**config.mk**
```make
export PLATFORM = sky130hd
export DESIGN_NAME = mult_arbiter
export DESIGN_NICKNAME = d
export VERILOG_FILES = /design/src/rtl/mult_arbiter.sv
export SDC_FILE = /design/constraint.sdc
export NUM_CORES = 1
export LEC_CHECK = 0
export ABC_CLOCK_PERIOD_IN_PS = 3600
export BUFFER_PORTS_ARGS = -buffer_cell sky130_fd_sc_hd__buf_2
export CORE_ASPECT_RATIO = 0.8
export CORE_MARGIN = 2
export CORE_UTILIZATION = 52
export DETAILED_ROUTE_END_ITERATION = 6
export HOLD_SLACK_MARGIN = 0.12
export PLACE_DENSITY = 0.87
export SYNTH_ARGS = -nofsm -noshare
export SYNTH_HDL_FRONTEND = slang
export SYNTH_SLANG_ARGS = --single-unit
```
**constraint.sdc**
```tcl
create_clock -name clk -period 3.6 [get_ports clk]
set_input_delay 0.18 -clock clk [delete_from_list [all_inputs] [get_ports clk]]
set_output_delay 0.18 -clock clk [all_outputs]
set_load 0.01 [all_outputs]
```
**src/rtl/mult_arbiter.sv**
```systemverilog
// Round-robin sharing of one 4x4 multiplier between two valid/ready requesters.
// Accept -> product registered one cycle later; response held until consumed; requests wait while busy.

module multiplier_comb (
  input  logic [3:0] a,
  input  logic [3:0] b,
  output logic [7:0] p
);
  assign p = {4'b0000, a} * {4'b0000, b};
endmodule

module mult_arbiter #(
  parameter int WIDTH = 4
) (
  input  logic               clk,
  input  logic               rst,
  input  logic               req0_valid,
  output logic               req0_ready,
  input  logic [WIDTH-1:0]   req0_a,
  input  logic [WIDTH-1:0]   req0_b,
  input  logic               req1_valid,
  output logic               req1_ready,
  input  logic [WIDTH-1:0]   req1_a,
  input  logic [WIDTH-1:0]   req1_b,
  output logic               rsp0_valid,
  input  logic               rsp0_ready,
  output logic [2*WIDTH-1:0] rsp0_p,
  output logic               rsp1_valid,
  input  logic               rsp1_ready,
  output logic [2*WIDTH-1:0] rsp1_p,
  output logic               busy,
  output logic               grant_id
);

  typedef enum logic [1:0] {
    IDLE = 2'd0,
    CALC = 2'd1,
    RESP = 2'd2
  } state_t;

  state_t               state_q, state_d;
  logic [WIDTH-1:0]     op_a_q, op_a_d;
  logic [WIDTH-1:0]     op_b_q, op_b_d;
  logic                 grant_id_q, grant_id_d;
  logic                 last_grant_q, last_grant_d;
  logic                 rsp0_valid_q, rsp0_valid_d;
  logic                 rsp1_valid_q, rsp1_valid_d;
  logic [2*WIDTH-1:0]   rsp0_p_q, rsp0_p_d;
  logic [2*WIDTH-1:0]   rsp1_p_q, rsp1_p_d;

  logic [2*WIDTH-1:0]   prod;
  logic                 winner;
  logic                 accept;
  logic                 rsp_hs;

  // The shared multiplier only ever sees the registered operands.
  multiplier_comb u_mult (
    .a (op_a_q),
    .b (op_b_q),
    .p (prod)
  );

  // On a tie the requester not served last time wins; otherwise the lone valid wins.
  assign winner = (req0_valid & req1_valid) ? ~last_grant_q : req1_valid;
  assign accept = (state_q == IDLE) & (req0_valid | req1_valid);
  assign rsp_hs = grant_id_q ? (rsp1_valid_q & rsp1_ready) : (rsp0_valid_q & rsp0_ready);

  always_ff @(posedge clk) begin
    if (rst) begin
      state_q      <= IDLE;
      op_a_q       <= '0;
      op_b_q       <= '0;
      grant_id_q   <= 1'b0;
      last_grant_q <= 1'b1;
      rsp0_valid_q <= 1'b0;
      rsp1_valid_q <= 1'b0;
      rsp0_p_q     <= '0;
      rsp1_p_q     <= '0;
    end else begin
      state_q      <= state_d;
      op_a_q       <= op_a_d;
      op_b_q       <= op_b_d;
      grant_id_q   <= grant_id_d;
      last_grant_q <= last_grant_d;
      rsp0_valid_q <= rsp0_valid_d;
      rsp1_valid_q <= rsp1_valid_d;
      rsp0_p_q     <= rsp0_p_d;
      rsp1_p_q     <= rsp1_p_d;
    end
  end

  always_comb begin
    state_d = state_q;
    case (state_q)
      IDLE:    if (accept) state_d = CALC;
      CALC:    state_d = RESP;
      RESP:    if (rsp_hs) state_d = IDLE;
      default: state_d = IDLE;
    endcase
  end

  always_comb begin
    op_a_d       = op_a_q;
    op_b_d       = op_b_q;
    grant_id_d   = grant_id_q;
    last_grant_d = last_grant_q;
    rsp0_valid_d = rsp0_valid_q;
    rsp1_valid_d = rsp1_valid_q;
    rsp0_p_d     = rsp0_p_q;
    rsp1_p_d     = rsp1_p_q;
    case (state_q)
      IDLE: begin
        if (accept) begin
          op_a_d     = winner ? req1_a : req0_a;
          op_b_d     = winner ? req1_b : req0_b;
          grant_id_d = winner;
        end
      end
      CALC: begin
        if (grant_id_q) begin
          rsp1_p_d     = prod;
          rsp1_valid_d = 1'b1;
        end else begin
          rsp0_p_d     = prod;
          rsp0_valid_d = 1'b1;
        end
      end
      RESP: begin
        if (rsp_hs) begin
          rsp0_valid_d = 1'b0;
          rsp1_valid_d = 1'b0;
          last_grant_d = grant_id_q;
        end
      end
      default: ;
    endcase
  end

  always_comb begin
    req0_ready = (state_q == IDLE) & req0_valid & ~winner;
    req1_ready = (state_q == IDLE) & req1_valid & winner;
    busy       = (state_q != IDLE);
    grant_id   = grant_id_q;
    rsp0_valid = rsp0_valid_q;
    rsp1_valid = rsp1_valid_q;
    rsp0_p     = rsp0_p_q;
    rsp1_p     = rsp1_p_q;
  end

endmodule
```
==> impl_metrics.py <==
metrics = {
    "power_and_ir_drop": {
        "swShare_pct": 28.58,
        "p_sw_mw": 0.2313,
        "power_frac_comb_pct": 19.3,
        "p_per_area_nw_per_um2": 418.1,
        "power.leakage_nw": 0.9477,
        "p_int_mw": 0.5780,
        "vdd_ir_drop_max_uv": 381.4,
        "pwr-share-clk_pct": 33.8,
        "p_seq_share_pct": 46.9,
    },
    "worst_setup_path": {
        "path_buf_inv": 1,
        "r2r_end": "rsp0_p[6]",
        "crit_family": "adder cells",
        "cp_cell_sequence": "nand2_1 > fa_1 > inv_1 > fa_1 > fa_1 > and3_1 > or3_1 > nand3_1 > a21oi_1",
        "cp_max_fo": 6,
        "slowest_delay_ps": 540,
        "crit_top_cell": "fa_1",
        "cp.required_ps": 3740,
        "reg2reg_depth": 9,
        "criticalPathCategory": "reg -> reg",
        "cp-end-kind": "flip-flop",
        "cp.arrival_ps": 3110,
        "cp-start-kind": "flip-flop",
        "cp_slowest_cell": "fa_1",
        "r2r_start": "op_a_q[0]",
        "r2r_slack_ps": 630,
    },
    "sta": {
        "rsz0062_at_grt": "no",
        "final.period_utilization_pct": 82.56,
        "maxSlewHeadroom_pct": 50.81,
        "drv_slew": 0,
        "tightest_slew_ps": 735.1,
        "finalSetupTns_ps": 0,
        "finClkSkew_ps": 4.063,
        "setup_viol_count_final": 0,
        "fmax_mhz": 336.4,
        "min_period_ps": 2972,
        "hold-worst-slack_ps": 225.0,
        "finalHoldViolCount": 0,
    },
    "clocking": {
        "ctsResizeCount": 0,
        "cts_buffers": 5,
        "cts_sinks": 30,
        "tritoncts": "yes",
        "post_cts_buffers": 0,
        "ctsHoldBuffers": 0,
        "clkSlewWorstSetupHoldPaths_ps": 60,
        "cts.path.max_buffers": 2,
        "cts-root-buf": "clkbuf_8",
        "htree_levels": 2,
        "clk_latency_ps": 280,
    },
    "routing": {
        "dr.first_iter.drc_count": 70,
        "post-route-drc-count": 0,
        "vias_per_cell": 5.228,
        "wl_um": 3354,
        "num_vias": 1375,
        "drt_pass1_iterations": 4,
        "wl_per_cell_um": 12.75,
        "antenna_left": 0,
    },
    "worst_hold_path": {
        "min_to": "state_q[0]",
        "min_from": "req1_valid",
        "min_delay_path_depth": 3,
        "hold_path.class": "in -> reg",
    },
    "synthesis": {
        "yosys.area.top_type": "dfxtp_1",
        "async_flop_share_pct": 0,
        "syn_inst": 179,
        "ys_warn_count": 0,
        "synth_cell_types": 34,
        "synth-seq-cells": 30,
        "synth_edf_count": 0,
        "synth.top_cell.area_share_pct": 36.81,
        "ys_seq_area_share_pct": 36.81,
        "synthFlopType": "dfxtp_1",
        "synth.avg_cell_area_um2": 9.115,
        "synth_area_um2": 1632,
        "syn_nets": 217,
        "synth.area.top_cells": "dfxtp_1, ha_1, nand2_1, a211oi_1, and2_1",
    },
    "cells_and_area": {
        "fillerInstances": 274,
        "nets": 260,
        "drive_above_1_share_pct": 26.01,
        "antenna_cells": 0,
        "areaGrowthSynthToFinish_pct": 18.64,
    },
    "global_route": {
        "grt_max_degree": 31,
        "grt_pass1_vias": 1288,
        "gr-total-overflow": 0,
        "antenna_found_initial": 0,
        "grt_usage_pct": 20.33,
        "grt_pass1_wl_um": 5499,
    },
    "placed_design": {
        "finalWeightedCongestion": 0.8320,
        "hpwl_um": 2452,
        "io_buffer_count": 43,
    },
    "floorplan": {
        "io-pin-count": 44,
        "rows": 18,
        "die_w_um": 66.63,
        "die_h_um": 54.10,
        "dieArea_um2": 3604,
        "coreArea_um2": 3040,
        "initial_core_util_pct": 53.66,
    },
    "job": {
        "drv_cap": 0,
    },
    "outcome": {
        "outcome": "completed",
    },
}
==> worst register-to-register path, stage by stage (launching register included) <==
cell and delay (ps):
dfxtp_1 410, nand2_1 110, fa_1 540, inv_1 60, fa_1 530, fa_1 470
and3_1 200, or3_1 360, nand3_1 90, a21oi_1 60
==> layout make-up <==
type | count | area, um^2 | area share [%]
Clock buffer | 7 | 86.33 | 4.460
Timing Repair Buffer | 43 | 215.2 | 11.12
Inverter | 3 | 11.26 | 0.5818
Clock inverter | 1 | 5.005 | 0.2586
Multi-Input combinational cell | 139 | 967.2 | 49.97
Sequential cell | 30 | 600.6 | 31.03
Tap cell | 40 | 50.05 | 2.586
==> sequential cells by signal, indices dropped and copies added (netlist names) <==
signal and cells:
rsp0_p 8, rsp1_valid 1, op_a_q 4, rsp1_p 8, rsp0_valid 1, op_b_q 4
grant_id 1, state_q 2, last_grant_q 1
==> power groups by stage <==
stage | Combinational (mW) | Clock, mW | Sequential, mW
finish | 0.156 | 0.274 | 0.379
global placement | 0.151 | 0 | 0.383
global route | 0.175 | 0.293 | 0.384
detailed placement | 0.155 | 0 | 0.386
floorplan | 0.113 | 0 | 0.384
CTS | 0.157 | 0.278 | 0.379
==> stage by stage <==
stage / instance area [um^2] / worst slack (ps) / instances / utilization [%] / total power, mW
after global placement: 1844 / 725.3 / 255 / 60.66 / 0.5349
after CTS: 1936 / 611.9 / 263 / 63.66 / 0.8130
final: 1936 / 627.7 / 263 / 63.66 / 0.8093
after floorplan: 1632 / 788.3 / 179 / - / 0.4970
after global routing: 1936 / 452.8 / 263 / 63.66 / 0.8516
after detailed placement: 1844 / 621.4 / 255 / 60.66 / 0.5408
==> synthesized netlist by cell type, types with 2 or more instances <==
cell and count:
a211oi_1 11, a21o_1 2, a21oi_1 16, and2_1 13
and3_1 2, buf_6 3, clkbuf_1 3, dfxtp_1 30
fa_1 4, ha_1 12, inv_1 3, mux2i_1 8
nand2_1 24, nand2b_1 2, nand3_1 7, nor2_1 19
o21ai_0 3
==> how the worst max path moves through the flow <==
| stage | from | end | slack, ps | cells after the start |
|---|---|---|---|---|
| finish | op_a_q[0] | rsp0_p[6] | 630 | 9 |
| global route | op_a_q[0] | rsp0_p[7] | 450 | 9 |
| CTS | op_a_q[0] | rsp0_p[6] | 610 | 9 |
| detailed placement | op_a_q[0] | rsp0_p[6] | 620 | 9 |
| global placement | op_a_q[0] | rsp0_p[6] | 730 | 9 |
| floorplan | op_a_q[0] | rsp1_p[6] | 790 | 9 |
==> cells by family (layout without fill, tap and decap cells) <==
group,Yosys count,count (layout),synth area share [%]
multiplexers,8,8,4.908
AND/OR/NAND/NOR,74,74,22.32
buffers and inverters,10,54,3.911
XOR/XNOR,2,2,1.074
AO/OA/AOI/OAI,39,39,16.87
adder cells (fa/ha/maj),16,16,14.11
flip-flops,30,30,36.81
==> layer usage <==
layer | global-route usage, % | wire, um | share of wire [%]
met5 | 0 | 0 | 0
met4 | 5.782 | 15 | 0.45
met3 | 6.485 | 202 | 6.0
met2 | 33.83 | 1544 | 46
met1 | 25.61 | 1591 | 47
==> layout by cell type (no fill, tap or decap), types with 6 or more instances in the layout <==
cell type / n
a211oi_1: 11
ha_1: 12
nand3_1: 7
a21oi_1: 16
nand2_1: 24
buf_2: 43
clkbuf_8: 6
dfxtp_1: 30
mux2i_1: 8
nor2_1: 19
and2_1: 13
Note: power is estimated with default switching activity, not from simulation.
